File: config.mk
export PLATFORM = sky130hd
export DESIGN_NAME = nec_ir_receiver
export DESIGN_NICKNAME = d
export VERILOG_FILES = /design/src/rtl/nec_ir_receiver.sv
export SDC_FILE = /design/constraint.sdc
export NUM_CORES = 1
export LEC_CHECK = 0
export ABC_AREA = 0
export CORE_UTILIZATION = 65
export CTS_BUF_LIST = sky130_fd_sc_hd__clkbuf_16
export DETAILED_ROUTE_END_ITERATION = 6
export DONT_BUFFER_PORTS = 1
export PLACE_DENSITY = 0.86
export SYNTH_ARGS = -nofsm -noshare
export SYNTH_HDL_FRONTEND = slang
export SYNTH_SLANG_ARGS = --single-unit
export TNS_END_PERCENT = 100
File: constraint.sdc
create_clock -name clk_50 -period 5.8 [get_ports clk_50]
set_input_delay 0.58 -clock clk_50 [delete_from_list [all_inputs] [get_ports clk_50]]
set_output_delay 0.58 -clock clk_50 [all_outputs]
set_load 0.01 [all_outputs]
File: src/rtl/nec_ir_receiver.sv
// NEC infrared frame decoder: leader/space/bit timing, LSB-first shift and checksum check.
// Define IR_REPEAT_EN to report accepted repeat frames via code_valid + ir_repeat.
module nec_ir_receiver #(
    parameter int unsigned TICKS_PER_MS = 50000
) (
    input  logic       clk_50,
    input  logic       reset_n,
    input  logic       ir_in,
    output logic [7:0] IR_button,
    output logic [7:0] ir_addr,
    output logic       code_valid,
    output logic       ir_repeat,
    output logic       frame_error
);

    // state      | meaning
    // IDLE       | waiting for a leader burst, stop bursts absorbed
    // LEAD_BURST | line low, timing the 9 ms leader
    // LEAD_SPACE | line high, 4.5 ms = data frame, 2.25 ms = repeat
    // BIT_BURST  | line low, timing the 562 us bit burst
    // BIT_SPACE  | line high, space length selects bit value
    typedef enum logic [2:0] {
        IDLE,
        LEAD_BURST,
        LEAD_SPACE,
        BIT_BURST,
        BIT_SPACE
    } state_t;

    localparam logic [19:0] LB_MIN  = 20'(8 * TICKS_PER_MS);
    localparam logic [19:0] LB_MAX  = 20'(10 * TICKS_PER_MS);
    localparam logic [19:0] LS_MIN  = 20'(4 * TICKS_PER_MS);
    localparam logic [19:0] LS_MAX  = 20'(5 * TICKS_PER_MS);
    localparam logic [19:0] RS_MIN  = 20'(2 * TICKS_PER_MS);
    localparam logic [19:0] RS_MAX  = 20'(5 * TICKS_PER_MS / 2);
    localparam logic [19:0] BIT_MIN = 20'(2 * TICKS_PER_MS / 5);
    localparam logic [19:0] BIT_MAX = 20'(3 * TICKS_PER_MS / 4);
    localparam logic [19:0] ONE_MIN = 20'(7 * TICKS_PER_MS / 5);
    localparam logic [19:0] ONE_MAX = 20'(2 * TICKS_PER_MS);
    localparam logic [19:0] TIMEOUT = 20'(12 * TICKS_PER_MS);

    function automatic logic in_range(input logic [19:0] v, input logic [19:0] lo,
                                      input logic [19:0] hi);
        return (v >= lo) && (v <= hi);
    endfunction

    state_t      state;
    logic        sync1, sync2, prev;
    logic        fall, rise;
    logic [19:0] dur_cnt;
    logic [4:0]  bit_cnt;
    logic [30:0] shift_reg;
    logic [31:0] next_word;
    logic        space_one, space_zero;

`ifdef IR_REPEAT_EN
    logic have_code;
    logic repeat_q;
    assign ir_repeat = repeat_q;
`else
    assign ir_repeat = 1'b0;
`endif

    assign fall = prev & ~sync2;
    assign rise = ~prev & sync2;

    assign space_one  = in_range(dur_cnt, ONE_MIN, ONE_MAX);
    assign space_zero = in_range(dur_cnt, BIT_MIN, BIT_MAX);
    // Only 31 bits are stored: the 32nd bit completes the word combinationally.
    assign next_word  = {space_one, shift_reg};

    always_ff @(posedge clk_50 or negedge reset_n) begin
        if (!reset_n) begin
            sync1 <= 1'b1;
            sync2 <= 1'b1;
            prev  <= 1'b1;
        end else begin
            sync1 <= ir_in;
            sync2 <= sync1;
            prev  <= sync2;
        end
    end

    always_ff @(posedge clk_50 or negedge reset_n) begin
        if (!reset_n) begin
            dur_cnt <= '0;
        end else if (fall || rise) begin
            dur_cnt <= '0;
        end else if (dur_cnt != TIMEOUT) begin
            dur_cnt <= dur_cnt + 20'd1;
        end
    end

    always_ff @(posedge clk_50 or negedge reset_n) begin
        if (!reset_n) begin
            state       <= IDLE;
            bit_cnt     <= '0;
            shift_reg   <= '0;
            IR_button   <= 8'h00;
            ir_addr     <= 8'h00;
            code_valid  <= 1'b0;
            frame_error <= 1'b0;
`ifdef IR_REPEAT_EN
            have_code   <= 1'b0;
            repeat_q    <= 1'b0;
`endif
        end else begin
            code_valid  <= 1'b0;
            frame_error <= 1'b0;
`ifdef IR_REPEAT_EN
            repeat_q    <= 1'b0;
`endif
            // An edge arriving with the saturated count still gets decoded normally.
            if (state != IDLE && !fall && !rise && dur_cnt == TIMEOUT) begin
                frame_error <= 1'b1;
                state       <= IDLE;
            end else begin
                case (state)
                    IDLE: begin
                        if (fall) state <= LEAD_BURST;
                    end
                    LEAD_BURST: begin
                        if (rise) begin
                            if (in_range(dur_cnt, LB_MIN, LB_MAX)) begin
                                state <= LEAD_SPACE;
                            end else begin
                                frame_error <= 1'b1;
                                state       <= IDLE;
                            end
                        end
                    end
                    LEAD_SPACE: begin
                        if (fall) begin
                            if (in_range(dur_cnt, LS_MIN, LS_MAX)) begin
                                bit_cnt <= '0;
                                state   <= BIT_BURST;
                            end else if (in_range(dur_cnt, RS_MIN, RS_MAX)) begin
`ifdef IR_REPEAT_EN
                                if (have_code) begin
                                    code_valid <= 1'b1;
                                    repeat_q   <= 1'b1;
                                end
`endif
                                state <= IDLE;
                            end else begin
                                frame_error <= 1'b1;
                                state       <= IDLE;
                            end
                        end
                    end
                    BIT_BURST: begin
                        if (rise) begin
                            if (in_range(dur_cnt, BIT_MIN, BIT_MAX)) begin
                                state <= BIT_SPACE;
                            end else begin
                                frame_error <= 1'b1;
                                state       <= IDLE;
                            end
                        end
                    end
                    BIT_SPACE: begin
                        if (fall) begin
                            if (space_one || space_zero) begin
                                shift_reg <= next_word[31:1];
                                if (bit_cnt == 5'd31) begin
                                    state <= IDLE;
                                    if (next_word[15:8] == ~next_word[7:0] &&
                                        next_word[31:24] == ~next_word[23:16]) begin
                                        ir_addr    <= next_word[7:0];
                                        IR_button  <= next_word[23:16];
                                        code_valid <= 1'b1;
`ifdef IR_REPEAT_EN
                                        have_code  <= 1'b1;
`endif
                                    end else begin
                                        frame_error <= 1'b1;
                                    end
                                end else begin
                                    bit_cnt <= bit_cnt + 5'd1;
                                    state   <= BIT_BURST;
                                end
                            end else begin
                                frame_error <= 1'b1;
                                state       <= IDLE;
                            end
                        end
                    end
                    default: state <= IDLE;
                endcase
            end
        end
    end

endmodule

# Word level (Yosys, flattened, before mapping)
# Cells that the tools add are included.
# totals
out_inout_bits,19
reg_bits,80
elab_cells,109
input_bits,3
# op_classes
bitwise,7
eq_ne,19
n_mux,39
n_addsub,2
n_reduce_logical,21
magnitude_cmp,10
# ops
cell,n
$ge 20x17->1 const B,2
$le 20x17->1 const B,2
$mux 20,2
$mux 5,5
$mux 3,8
$add 20x1->20 const B,1
$eq 20x20->1 const B,1
$ge 20x15->1 const B,1
$ge 20x18->1 const B,1
$ge 20x19->1 const B,1
$le 20x16->1 const B,1
$le 20x18->1 const B,1
$le 20x19->1 const B,1
$ne 20x20->1 const B,1
$mux 1,18
$eq 8x8->1,2
$not 8->8,2
$ne 3x3->1 const B,5
$pmux 3 s5,1
$ne 2x2->1 const B,5
$pmux 5 s2,1
$logic_and 1x1->1,9
$reduce_and 7->1,1
$eq 3x2->1 const B,2
16 further kinds,24

# Longest topological paths before layout
# Gate-level depths: netlist of the first run.
# logic_depth
word_depth,10
ltp_mapped,11
depth_no_buf,9

# Least setup slack after synthesis of the first run
# OpenSTA, ideal clock, no wires.
# synth_path
path_kind,flip-flop to flip-flop
start,reg dur_cnt[0]
end,reg IR_button[0]
path_stages_with_launch,12
path_buffers,2
setup_time_ps,125
period_less_slack_ps,2541
t_arrival_ps,2415
required_time_ps,5675
setup_slack_ps,3259
cell_sequence,dfrtp_1 inv_1 ha_1 nand2b_1 nor4_4 a211oi_2 nor3_1 a21oi_1 or4_1 buf_6 buf_12 mux2_4
# synth_via
elab_chain_cells,5
elab_cells_between_ends,13
classes_between,4 x order compare; 2 x eq/ne; 1 x bitwise; 6 x reduce/logical
# synth_lines
element,line_no,source
start: declaration,50,logic [19:0] dur_cnt;
start signal: assignment,90,dur_cnt <= dur_cnt + 20'd1;
$ge 20x17->1 or $le 20x17->1 (tied branches),44,return (v >= lo) && (v <= hi);
$logic_and 1x1->1,44,
$eq 8x8->1,168,next_word[31:24] == ~next_word[23:16]) begin
$logic_and 1x1->1,167,if (next_word[15:8] == ~next_word[7:0] &&
$reduce_and 6->1 (no source line) (*),-,
end signal: assignment,170,IR_button <= next_word[23:16];
end: declaration,9,"output logic [7:0] IR_button,"
# Mark *: on every way between the ends. The rest lies on a longest branch, timed or not.
# A chain may end at the register's enable or synchronous reset.

# Worst setup path in the final report of the first run
# layout_path
start,reg dur_cnt[13]
end,reg IR_button[1]
# The elaborated chain is that of the path after synthesis.

==> key figures, run 1 <==
Yosys
  • Synth Register Bits: 80
  • Instance count of the mapped netlist: 392
  • Syn_area_per_cell: 11.0 sq um
  • Post-Synthesis Cell Area: 0.00431 sq mm
  • Async set or reset register ratio after synthesis: 100%
  • Distinct cell type count after synthesis: 63
  • Number of warning messages in the yosys log: 0
  • Number of synthesized flops with an enable pin: 0
  • Number of nets in the synthesized netlist: 401
  • Top_reg_cell synth: sky130_fd_sc_hd__dfrtp_1
  • Fraction of the yosys area taken by sequential cells: 46.6%

Global route
  • Largest net degree at the start of global routing: 78
  • Initial antenna violation count: 0
  • Overflow after GRT: 0
  • Total Routing Usage GR: 27.2%
  • Number of global-route vias before repair: 3,011
  • Wire length of the first global-routing pass: 14,900 um

Timing
  • Slew at the pin closest to its max-slew limit: 884 ps
  • Final Hold Viols: 0
  • Post-route minimum period: 3030 ps
  • Relative max-transition margin: 41.1%
  • Number of pins exceeding their max-slew limit in the final report: 0
  • RSZ-0062 raised after global routing: false
  • Final cycle utilization of the critical path: 52.2%
  • Maximum frequency from static timing analysis: 331 MHz
  • Final Skew: 10.3 ps
  • Sum Neg Setup Slack: 0 ps
  • Count of endpoints failing setup in the final report: 0

Die
  • Width of the chip: 83.4 um
  • Die span in y: 83.4 um
  • Core Region: 0.00639 sq mm
  • Die area: 0.00696 sq mm
  • Starting Density: 67.5%
  • Total I/O pin count: 22
  • Total number of placement rows: 29

Finish
  • Inserted Diodes: 0
  • FF+latch area: 0.00201 sq mm
  • Most frequent standard cell in the layout excluding fill and tap cells: sky130_fd_sc_hd__dfrtp_1
  • Layout overhead on the synthesized area: 7.17%
  • Net count reported at finish: 388
  • Commonest non-fill, non-tap cells in the layout: sky130_fd_sc_hd__dfrtp_1, sky130_fd_sc_hd__mux2_2, sky130_fd_sc_hd__xnor2_1
  • Number of flip-flops in the largest register: 31
  • Multi-input logic area: 0.00210 sq mm
  • Number of filler cells placed in the layout: 436
  • Share of post-route cells with drive strength above 1: 19.3%
  • Final instance area: 0.00462 sq mm

Clock network
  • Count of buffers added by post-CTS timing repair for setup: 0
  • Hold-fix buffers at CTS: 1
  • Insertion delay to the later sink of the worst-skew pair: 340 ps
  • Clock tree from TritonCTS: done
  • Clock root buffer: sky130_fd_sc_hd__clkbuf_16
  • Maximum buffer depth of the clock tree: 2
  • H-tree level count: 3
  • Sinks on Clock Net: 80
  • Post-CTS resize count: 0
  • Clock transition at path regs: 60 ps
  • Number of buffers created by CTS: 9

Status
  • Run status: finished clean

Power and ir drop
  • Power Dens Cells: 272 mW/mm^2
  • Leak Pwr: 0.00212 uW
  • VDD IR-drop max: 0.224 mV

Flow run
  • Number of violations of the max-capacitance limit: 0

Drt
  • ANT nets after route: 0
  • DRC violations left: 0
  • Routed length on met1: 3690 um
  • Vias per Instance: 6.57
  • Wire length on met2: 4440 um
  • Total vias in the final route: 3,027
  • First-pass detailed-route iteration total: 5
  • Initial detailed-routing violation count: 162
  • Max layer used: met4
  • Detailed-routed wire length on met3: 370 um
  • Post-detailed-routing wire length: 8670 um
  • Wire per inst: 18.8 um

Critical path
  • Worst Setup End Kind: flop
  • Buf+Inv Stages, Crit Path: 0
  • Required time worst endpoint: 6010 ps
  • Delay of the slowest cell on the worst path: 890 ps
  • Critical path data arrival time: 3240 ps
  • Top fanout value on the critical path: 17
  • CP top delay family: simple AND/OR/NAND/NOR gates
  • Worst Path Class, Setup: flop to flop
  • Ordered list of cells on the worst path: o21a_1 -> a311oi_1 -> a211oi_1 -> nor2_1 -> a21oi_1 -> or4_1 -> mux2_4
  • CP max-delay cell: sky130_fd_sc_hd__or4_1
  • Launching element type of the critical path: flop

Placed design
  • Standard cell area after detailed placement: 0.00426 sq mm
  • Post-detailed-placement half-perimeter wirelength: 5450 um
  • Number of buffer cells added on primary ports: 0
  • Gp weighted congestion: 0.914

Hold path
  • Hold/Removal Path Class: input port to asynchronous set/reset pin
==> worst reg2reg max path, delay by kind of cell (launching register included) <==
family	cells	cell delay, ps
and+or+nand+nor	2	1110
AOI/OAI and AO/OA	4	780
DFF	1	570
muxes	1	450
==> final timing paths <==
kind | from | end | slack (ps) | cells past startpoint
setup / recovery | dur_cnt[13]$_DFFE_PN0P_ | IR_button[1]$_DFFE_PN0P_ | 2770 | 7
hold / removal | reset_n | prev$_DFF_PN1_ | 90 | 0
setup reg to reg | dur_cnt[13]$_DFFE_PN0P_ | IR_button[1]$_DFFE_PN0P_ | 2770 | 7
hold reg to reg | sync1$_DFF_PN1_ | sync2$_DFF_PN1_ | 350 | 0
max in group asynchronous | reset_n | dur_cnt[0]$_DFFE_PN0P_ | 5380 | 1
min in group clk_50 | ir_in | sync1$_DFF_PN1_ | 240 | 0
==> kinds of logic after synthesis <==
kind of cell	Yosys count	synth area share, %
and+or+nand+nor	127	17.1
adders and majority gates	6	1.74
DFF	80	46.6
AOI/OAI and AO/OA	59	9.90
other	1	0.0870
muxes	49	13.6
xor gates and xnor gates	31	6.30
buffers and inverters	39	4.73
==> cell usage after synthesis (4+ instances only) <==
cell type | number | area, sq um
sky130_fd_sc_hd__xor2_1 | 8 | 70.1
sky130_fd_sc_hd__clkbuf_1 | 7 | 26.3
sky130_fd_sc_hd__o21ai_0 | 11 | 55.1
sky130_fd_sc_hd__nand2b_1 | 4 | 25.0
sky130_fd_sc_hd__xnor2_1 | 23 | 201
sky130_fd_sc_hd__and2_1 | 16 | 100
sky130_fd_sc_hd__mux2_4 | 9 | 135
sky130_fd_sc_hd__a21oi_1 | 6 | 30.0
sky130_fd_sc_hd__nand3_1 | 11 | 55.1
sky130_fd_sc_hd__or3_1 | 5 | 31.3
sky130_fd_sc_hd__buf_2 | 12 | 60.1
sky130_fd_sc_hd__nand4_1 | 4 | 25.0
sky130_fd_sc_hd__nor2_1 | 16 | 60.1
sky130_fd_sc_hd__nand4b_1 | 4 | 35.0
sky130_fd_sc_hd__a21boi_0 | 4 | 30.0
sky130_fd_sc_hd__buf_4 | 5 | 37.5
sky130_fd_sc_hd__o211ai_1 | 6 | 45.0
sky130_fd_sc_hd__mux2_2 | 39 | 439
sky130_fd_sc_hd__nor2b_1 | 5 | 31.3
sky130_fd_sc_hd__ha_1 | 6 | 75.1
sky130_fd_sc_hd__nor4_1 | 14 | 87.6
sky130_fd_sc_hd__nor3_1 | 15 | 75.1
sky130_fd_sc_hd__inv_1 | 12 | 45.0
sky130_fd_sc_hd__dfrtp_1 | 77 | 1930
sky130_fd_sc_hd__nand2_1 | 16 | 60.1
==> area by class of cell <==
cell class	count	share of cell area [%]
clock buffer	9	4.88
clock inverter	7	2.33
inverter	13	1.06
multi-input combinational	273	45.4
sequential	80	43.4
tap	77	2.09
timing repair buffer	2	0.759
==> report_power, final <==
| group | internal, uW | leakage (uW) | switching, uW | total, uW |
|---|---|---|---|---|
| combinational | 17.1 | 0.000854 | 32.5 | 49.6 |
| sequential | 565 | 0.00110 | 9.21 | 574 |
| clock | 386 | 0.000160 | 244 | 630 |
==> per-stage QoR <==
| stage | std cells | setup slack [ps] | hold WS, ps | power (uW) | utilization [%] |
|---|---|---|---|---|---|
| floorplan | 392 | 3260 | 284 | 614 | - |
| global placement | 444 | 2840 | 287 | 620 | 66.7 |
| detailed placement | 444 | 2800 | 287 | 622 | 66.7 |
| CTS | 461 | 2780 | 78.0 | 1260 | 72.3 |
| global route | 461 | 2540 | 69.8 | 1290 | 72.3 |
| finish | 461 | 2770 | 87.1 | 1250 | 72.3 |
==> routing by layer <==
layer | track usage, % | up-vias
li1 | - | 1391
met1 | 34.7 | 1509
met2 | 46.2 | 105
met3 | 4.87 | 22
met4 | 10.6 | 0
met5 | 0 | -
Power figures use the tool's default switching activity.
==> run 2: changes to the inputs <==
--- a/config.mk
+++ b/config.mk
@@ -6,11 +6,11 @@
 export NUM_CORES = 1
 export LEC_CHECK = 0
 export ABC_AREA = 0
-export CORE_UTILIZATION = 65
+export CORE_UTILIZATION = 57
 export CTS_BUF_LIST = sky130_fd_sc_hd__clkbuf_16
 export DETAILED_ROUTE_END_ITERATION = 6
 export DONT_BUFFER_PORTS = 1
-export PLACE_DENSITY = 0.86
+export PLACE_DENSITY = 0.8
 export SYNTH_ARGS = -nofsm -noshare
 export SYNTH_HDL_FRONTEND = slang
 export SYNTH_SLANG_ARGS = --single-unit
==> constraint.sdc (replaced) <==
create_clock -name clk_50 -period 2.5 [get_ports clk_50]
set_input_delay 0.25 -clock clk_50 [delete_from_list [all_inputs] [get_ports clk_50]]
set_output_delay 0.25 -clock clk_50 [all_outputs]
set_load 0.01 [all_outputs]
==> key figures, run 2 (same netlist as run 1, synthesis figures left out) <==
Status
  • Run status: finished clean

Timing
  • Slew at the pin closest to its max-slew limit: 566 ps
  • Maximum frequency from static timing analysis: 402 MHz
  • Final cycle utilization of the critical path: 99.5%
  • Sum Neg Setup Slack: 0 ps
  • RSZ-0062 raised after global routing: true
  • Relative max-transition margin: 62.2%
  • Number of pins exceeding their max-slew limit in the final report: 0
  • Final Skew: 8.23 ps
  • Final Hold Viols: 0
  • Post-route minimum period: 2490 ps
  • Count of endpoints failing setup in the final report: 0

Die
  • Starting Density: 59.1%
  • Total number of placement rows: 31
  • Die span in y: 88.9 um
  • Total I/O pin count: 22
  • Die area: 0.00791 sq mm
  • Width of the chip: 88.9 um
  • Core Region: 0.00729 sq mm

Finish
  • Most frequent standard cell in the layout excluding fill and tap cells: sky130_fd_sc_hd__dfrtp_1
  • Inserted Diodes: 0
  • Share of post-route cells with drive strength above 1: 32.9%
  • Layout overhead on the synthesized area: 19.5%
  • Number of flip-flops in the largest register: 31
  • Net count reported at finish: 442
  • Commonest non-fill, non-tap cells in the layout: sky130_fd_sc_hd__dfrtp_1, sky130_fd_sc_hd__buf_4, sky130_fd_sc_hd__mux2_2, sky130_fd_sc_hd__xnor2_1
  • Number of filler cells placed in the layout: 549

Drt
  • Post-detailed-routing wire length: 9300 um
  • Wire per inst: 17.3 um
  • DRC violations left: 0
  • First-pass detailed-route iteration total: 4
  • ANT nets after route: 0
  • Initial detailed-routing violation count: 197
  • Total vias in the final route: 3,137
  • Vias per Instance: 5.84

Power and ir drop
  • VDD IR-drop max: 0.430 mV
  • Power after layout: 2970 uW
  • Power Dens Cells: 577 mW/mm^2
  • Cell-internal power: 2270 uW
  • Part of the total power dissipated in sequential elements: 44.6%
  • Power share of the clock group: 49.9%
  • Leak Pwr: 0.00242 uW
  • Switching power: 694 uW
  • Switching power as a share of total power: 23.4%
  • Combinational share of power: 5.5%

Critical path
  • Critical path data arrival time: 2710 ps
  • Required time worst endpoint: 2720 ps
  • Launching element type of the critical path: flop
  • Worst Path Class, Setup: flop to flop
  • Worst Setup End Kind: flop
  • Top fanout value on the critical path: 17

Clock network
  • Insertion delay to the later sink of the worst-skew pair: 340 ps
  • Clock root buffer: sky130_fd_sc_hd__clkbuf_16
  • Number of buffers created by CTS: 9
  • Clock tree from TritonCTS: done
  • Sinks on Clock Net: 80
  • Maximum buffer depth of the clock tree: 2
  • Clock transition at path regs: 60 ps
  • H-tree level count: 3

Global route
  • GR Util met1: 34.8%
  • Global-route track usage on met3: 4.62%
  • Total Routing Usage GR: 25.9%
  • Layer with the highest usage after global routing: met2
  • Largest net degree at the start of global routing: 81
  • Overflow after GRT: 0
  • Initial antenna violation count: 0
  • Met2 Resource Use GR: 42.0%
  • Number of global-route vias before repair: 3,129
  • Wire length of the first global-routing pass: 15,400 um

Placed design
  • Post-detailed-placement half-perimeter wirelength: 6320 um
  • Gp weighted congestion: 0.908
  • Number of buffer cells added on primary ports: 0

Flow run
  • Number of violations of the max-capacitance limit: 0

Hold path
  • Hold/Removal Path Class: flop to flop
[run 2: critical path: stages, from the launching register on]
cell,delay [ps]
sky130_fd_sc_hd__dfrtp_2,440
sky130_fd_sc_hd__or2_4,280
sky130_fd_sc_hd__nor4_4,310
sky130_fd_sc_hd__a211oi_2,130
sky130_fd_sc_hd__nor3_1,170
sky130_fd_sc_hd__a21oi_1,60
sky130_fd_sc_hd__or4_4,500
sky130_fd_sc_hd__buf_12,180
sky130_fd_sc_hd__mux2_4,300
[run 2: worst paths after layout]
check,startpoint,end,slack [ps],cells past startpoint
setup / recovery,dur_cnt[4]$_DFFE_PN0P_,IR_button[7]$_DFFE_PN0P_,10,8
hold / removal,sync1$_DFF_PN1_,sync2$_DFF_PN1_,360,0
setup reg to reg,dur_cnt[4]$_DFFE_PN0P_,IR_button[7]$_DFFE_PN0P_,10,8
hold reg to reg,sync1$_DFF_PN1_,sync2$_DFF_PN1_,360,0
max in group asynchronous,reset_n,sync2$_DFF_PN1_,1640,2
min in group asynchronous,reset_n,shift_reg[17]$_DFFE_PN0P_,490,2
[run 2: per-stage QoR]
stage               util, %  hold WS [ps]  cells  instance area [sq um]  setup slack, ps
finish                 70.6           358    537                   5150             12.2
global route           70.6           366    537                   5150            -55.5
global placement       64.1         -43.8    516                   4670            -30.6
CTS                    70.1           360    536                   5110             7.02
floorplan                 -         -45.6    392                   4310             34.1
detailed placement     64.1         -42.3    516                   4670            -80.8
[run 2: final cells by class]
class	count	area, sq um	area share, %
clock inverter	7	109	2.11
timing repair buffer	56	474	9.21
sequential	80	2010	39.1
multi-input combinational	273	2150	41.8
clock buffer	9	225	4.37
inverter	13	48.8	0.948
tap	99	124	2.41
[run 2: metal layers]
metal,part of all wire (%),wire length [um]
met5,0,0
met1,46,4300
met2,48,4500
met4,1.1,102
met3,4.2,395
[run 2: power groups by stage]
stage,combinational [uW],clock [uW],sequential (uW)
after detailed placement,111,0,1350
final,163,1480,1320
after global routing,186,1560,1320
after global placement,109,0,1350
after floorplan,73.1,0,1350
after CTS,166,1500,1320
[run 2: what timing repair did]
action	4_1_cts	5_1_grt
endpoints found under the setup margin	17	48
hold buffers	3	0
pin swaps	3	5
setup buffers	1	1
hold endpoints to repair	81	0
gates cloned	0	0
gates resized for setup	14	11
==> run 3: changes to the inputs <==
--- a/config.mk
+++ b/config.mk
@@ -11,6 +11,7 @@
 export DETAILED_ROUTE_END_ITERATION = 6
 export DONT_BUFFER_PORTS = 1
 export PLACE_DENSITY = 0.8
+export RECOVER_POWER = 50
 export SYNTH_ARGS = -nofsm -noshare
 export SYNTH_HDL_FRONTEND = slang
 export SYNTH_SLANG_ARGS = --single-unit
==> key figures, run 3 (same netlist as run 1, synthesis figures left out) <==
Status
  • Run status: finished clean

Die
  • Starting Density: 59.1%
  • Die area: 0.00791 sq mm
  • Core Region: 0.00729 sq mm
  • Total number of placement rows: 31
  • Width of the chip: 88.9 um
  • Die span in y: 88.9 um
  • Total I/O pin count: 22

Placed design
  • Number of buffer cells added on primary ports: 0
  • Gp weighted congestion: 0.908
  • Setup WS pre-CTS: -80.8 ps
  • Post-detailed-placement half-perimeter wirelength: 6320 um

Global route
  • Largest net degree at the start of global routing: 81
  • Initial antenna violation count: 0
  • Wire length of the first global-routing pass: 15,400 um
  • Overflow after GRT: 0
  • Total Routing Usage GR: 25.9%
  • Number of global-route vias before repair: 3,129

Clock network
  • Clock root buffer: sky130_fd_sc_hd__clkbuf_16
  • Sinks on Clock Net: 80
  • Insertion delay to the later sink of the worst-skew pair: 340 ps
  • Maximum buffer depth of the clock tree: 2
  • Number of buffers created by CTS: 9
  • H-tree level count: 3
  • Clock tree from TritonCTS: done
  • Clock transition at path regs: 60 ps

Power and ir drop
  • Leak Pwr: 0.00242 uW
  • Switching power as a share of total power: 23.4%
  • Switching power: 695 uW
  • VDD IR-drop max: 0.430 mV
  • Power after layout: 2970 uW
  • Combinational share of power: 5.5%
  • Part of the total power dissipated in sequential elements: 44.6%
  • Power share of the clock group: 49.9%
  • Power Dens Cells: 577 mW/mm^2
  • Cell-internal power: 2270 uW

Critical path
  • Delay of the slowest cell on the worst path: 500 ps
  • Top fanout value on the critical path: 17
  • Launching element type of the critical path: flop
  • Worst Path Class, Setup: flop to flop
  • Ordered list of cells on the worst path: or2_4 -> nor4_4 -> a211oi_2 -> nor3_1 -> a21oi_1 -> or4_4 -> buf_12 -> mux2_4
  • Critical path data arrival time: 2710 ps
  • Worst Setup End Kind: flop
  • CP max-delay cell: sky130_fd_sc_hd__or4_4
  • Required time worst endpoint: 2720 ps
  • Buf+Inv Stages, Crit Path: 1
  • CP top delay family: simple AND/OR/NAND/NOR gates

Timing
  • Slew at the pin closest to its max-slew limit: 566 ps
  • Number of pins exceeding their max-slew limit in the final report: 0
  • Relative max-transition margin: 62.2%
  • Count of endpoints failing setup in the final report: 0
  • RSZ-0062 raised after global routing: true
  • Post-route minimum period: 2490 ps
  • Sum Neg Setup Slack: 0 ps
  • Final cycle utilization of the critical path: 99.5%
  • Final Hold Viols: 0
  • Final Skew: 8.29 ps
  • Min setup slack post-route: 13.3 ps
  • Maximum frequency from static timing analysis: 402 MHz

Finish
  • Layout overhead on the synthesized area: 19.5%
  • Final core utilization: 70.6%
  • Share of post-route cells with drive strength above 1: 32.6%
  • Commonest non-fill, non-tap cells in the layout: sky130_fd_sc_hd__dfrtp_1, sky130_fd_sc_hd__buf_4, sky130_fd_sc_hd__mux2_2, sky130_fd_sc_hd__xnor2_1
  • Net count reported at finish: 442
  • Inserted Diodes: 0
  • Most frequent standard cell in the layout excluding fill and tap cells: sky130_fd_sc_hd__dfrtp_1
  • Number of flip-flops in the largest register: 31

Drt
  • Vias per Instance: 5.84
  • Total vias in the final route: 3,137
  • First-pass detailed-route iteration total: 4
  • ANT nets after route: 0
  • Wire per inst: 17.3 um
  • DRC violations left: 0
  • Initial detailed-routing violation count: 197
  • Post-detailed-routing wire length: 9280 um

Flow run
  • Number of violations of the max-capacitance limit: 0

Hold path
  • Hold/Removal Path Class: flop to flop
[run 3: cell counts in the layout (fill, tap and decap cells not counted)]
No cell type changed its count.
[run 3: per-stage QoR]
stage	instance area (sq um)	hold WS (ps)	std cells
after floorplan	4310	-45.6	392
after global placement	4670	-43.8	516
after detailed placement	4670	-42.3	516
after CTS	5110	360	536
after global routing	5150	371	537
final	5150	363	537
[run 3: metal layers]
metal	part of all wire, %	global-route usage [%]	vias up
met4	1.1	10.5	0
met3	4.4	4.62	9
li1	-	-	1506
met1	46	34.8	1544
met5	0	0	-
met2	48	42.0	78
[run 3: final timing paths]
kind,start,endpoint,slack (ps),cells past startpoint
setup / recovery,dur_cnt[4]$_DFFE_PN0P_,IR_button[1]$_DFFE_PN0P_,10,8
hold / removal,sync1$_DFF_PN1_,sync2$_DFF_PN1_,360,0
setup reg to reg,dur_cnt[4]$_DFFE_PN0P_,IR_button[1]$_DFFE_PN0P_,10,8
hold reg to reg,sync1$_DFF_PN1_,sync2$_DFF_PN1_,360,0
max in group asynchronous,reset_n,sync1$_DFF_PN1_,1650,2
min in group asynchronous,reset_n,shift_reg[17]$_DFFE_PN0P_,470,2
[run 3: worst register-to-register path: cells and delay by family, from the launching register on]
kind,cells,cell delay [ps]
AOI/OAI and AO/OA,2,190
and+or+nand+nor,4,1260
muxes,1,310
DFF,1,430
buffers and inverters,1,180
[run 3: area by class of cell]
cell class | count | area [sq um]
tap | 99 | 124
fill | 549 | 2140
multi-input combinational | 273 | 2150
timing repair buffer | 56 | 474
inverter | 13 | 48.8
clock inverter | 7 | 109
sequential | 80 | 2010
clock buffer | 9 | 225
[run 3: power by group through the flow]
stage,Combinational (uW),Clock (uW),Sequential (uW)
floorplan,73.1,0,1350
global placement,109,0,1350
detailed placement,111,0,1350
CTS,166,1500,1320
global route,186,1560,1320
finish,163,1480,1320
[run 3: repair_timing]
item | 4_1_cts | 5_1_grt
gates resized for setup | 14 | 11
hold buffers | 3 | 0
hold endpoints to repair | 81 | 0
pin swaps | 3 | 5
setup buffers | 1 | 1
setup endpoints to repair | 17 | 48
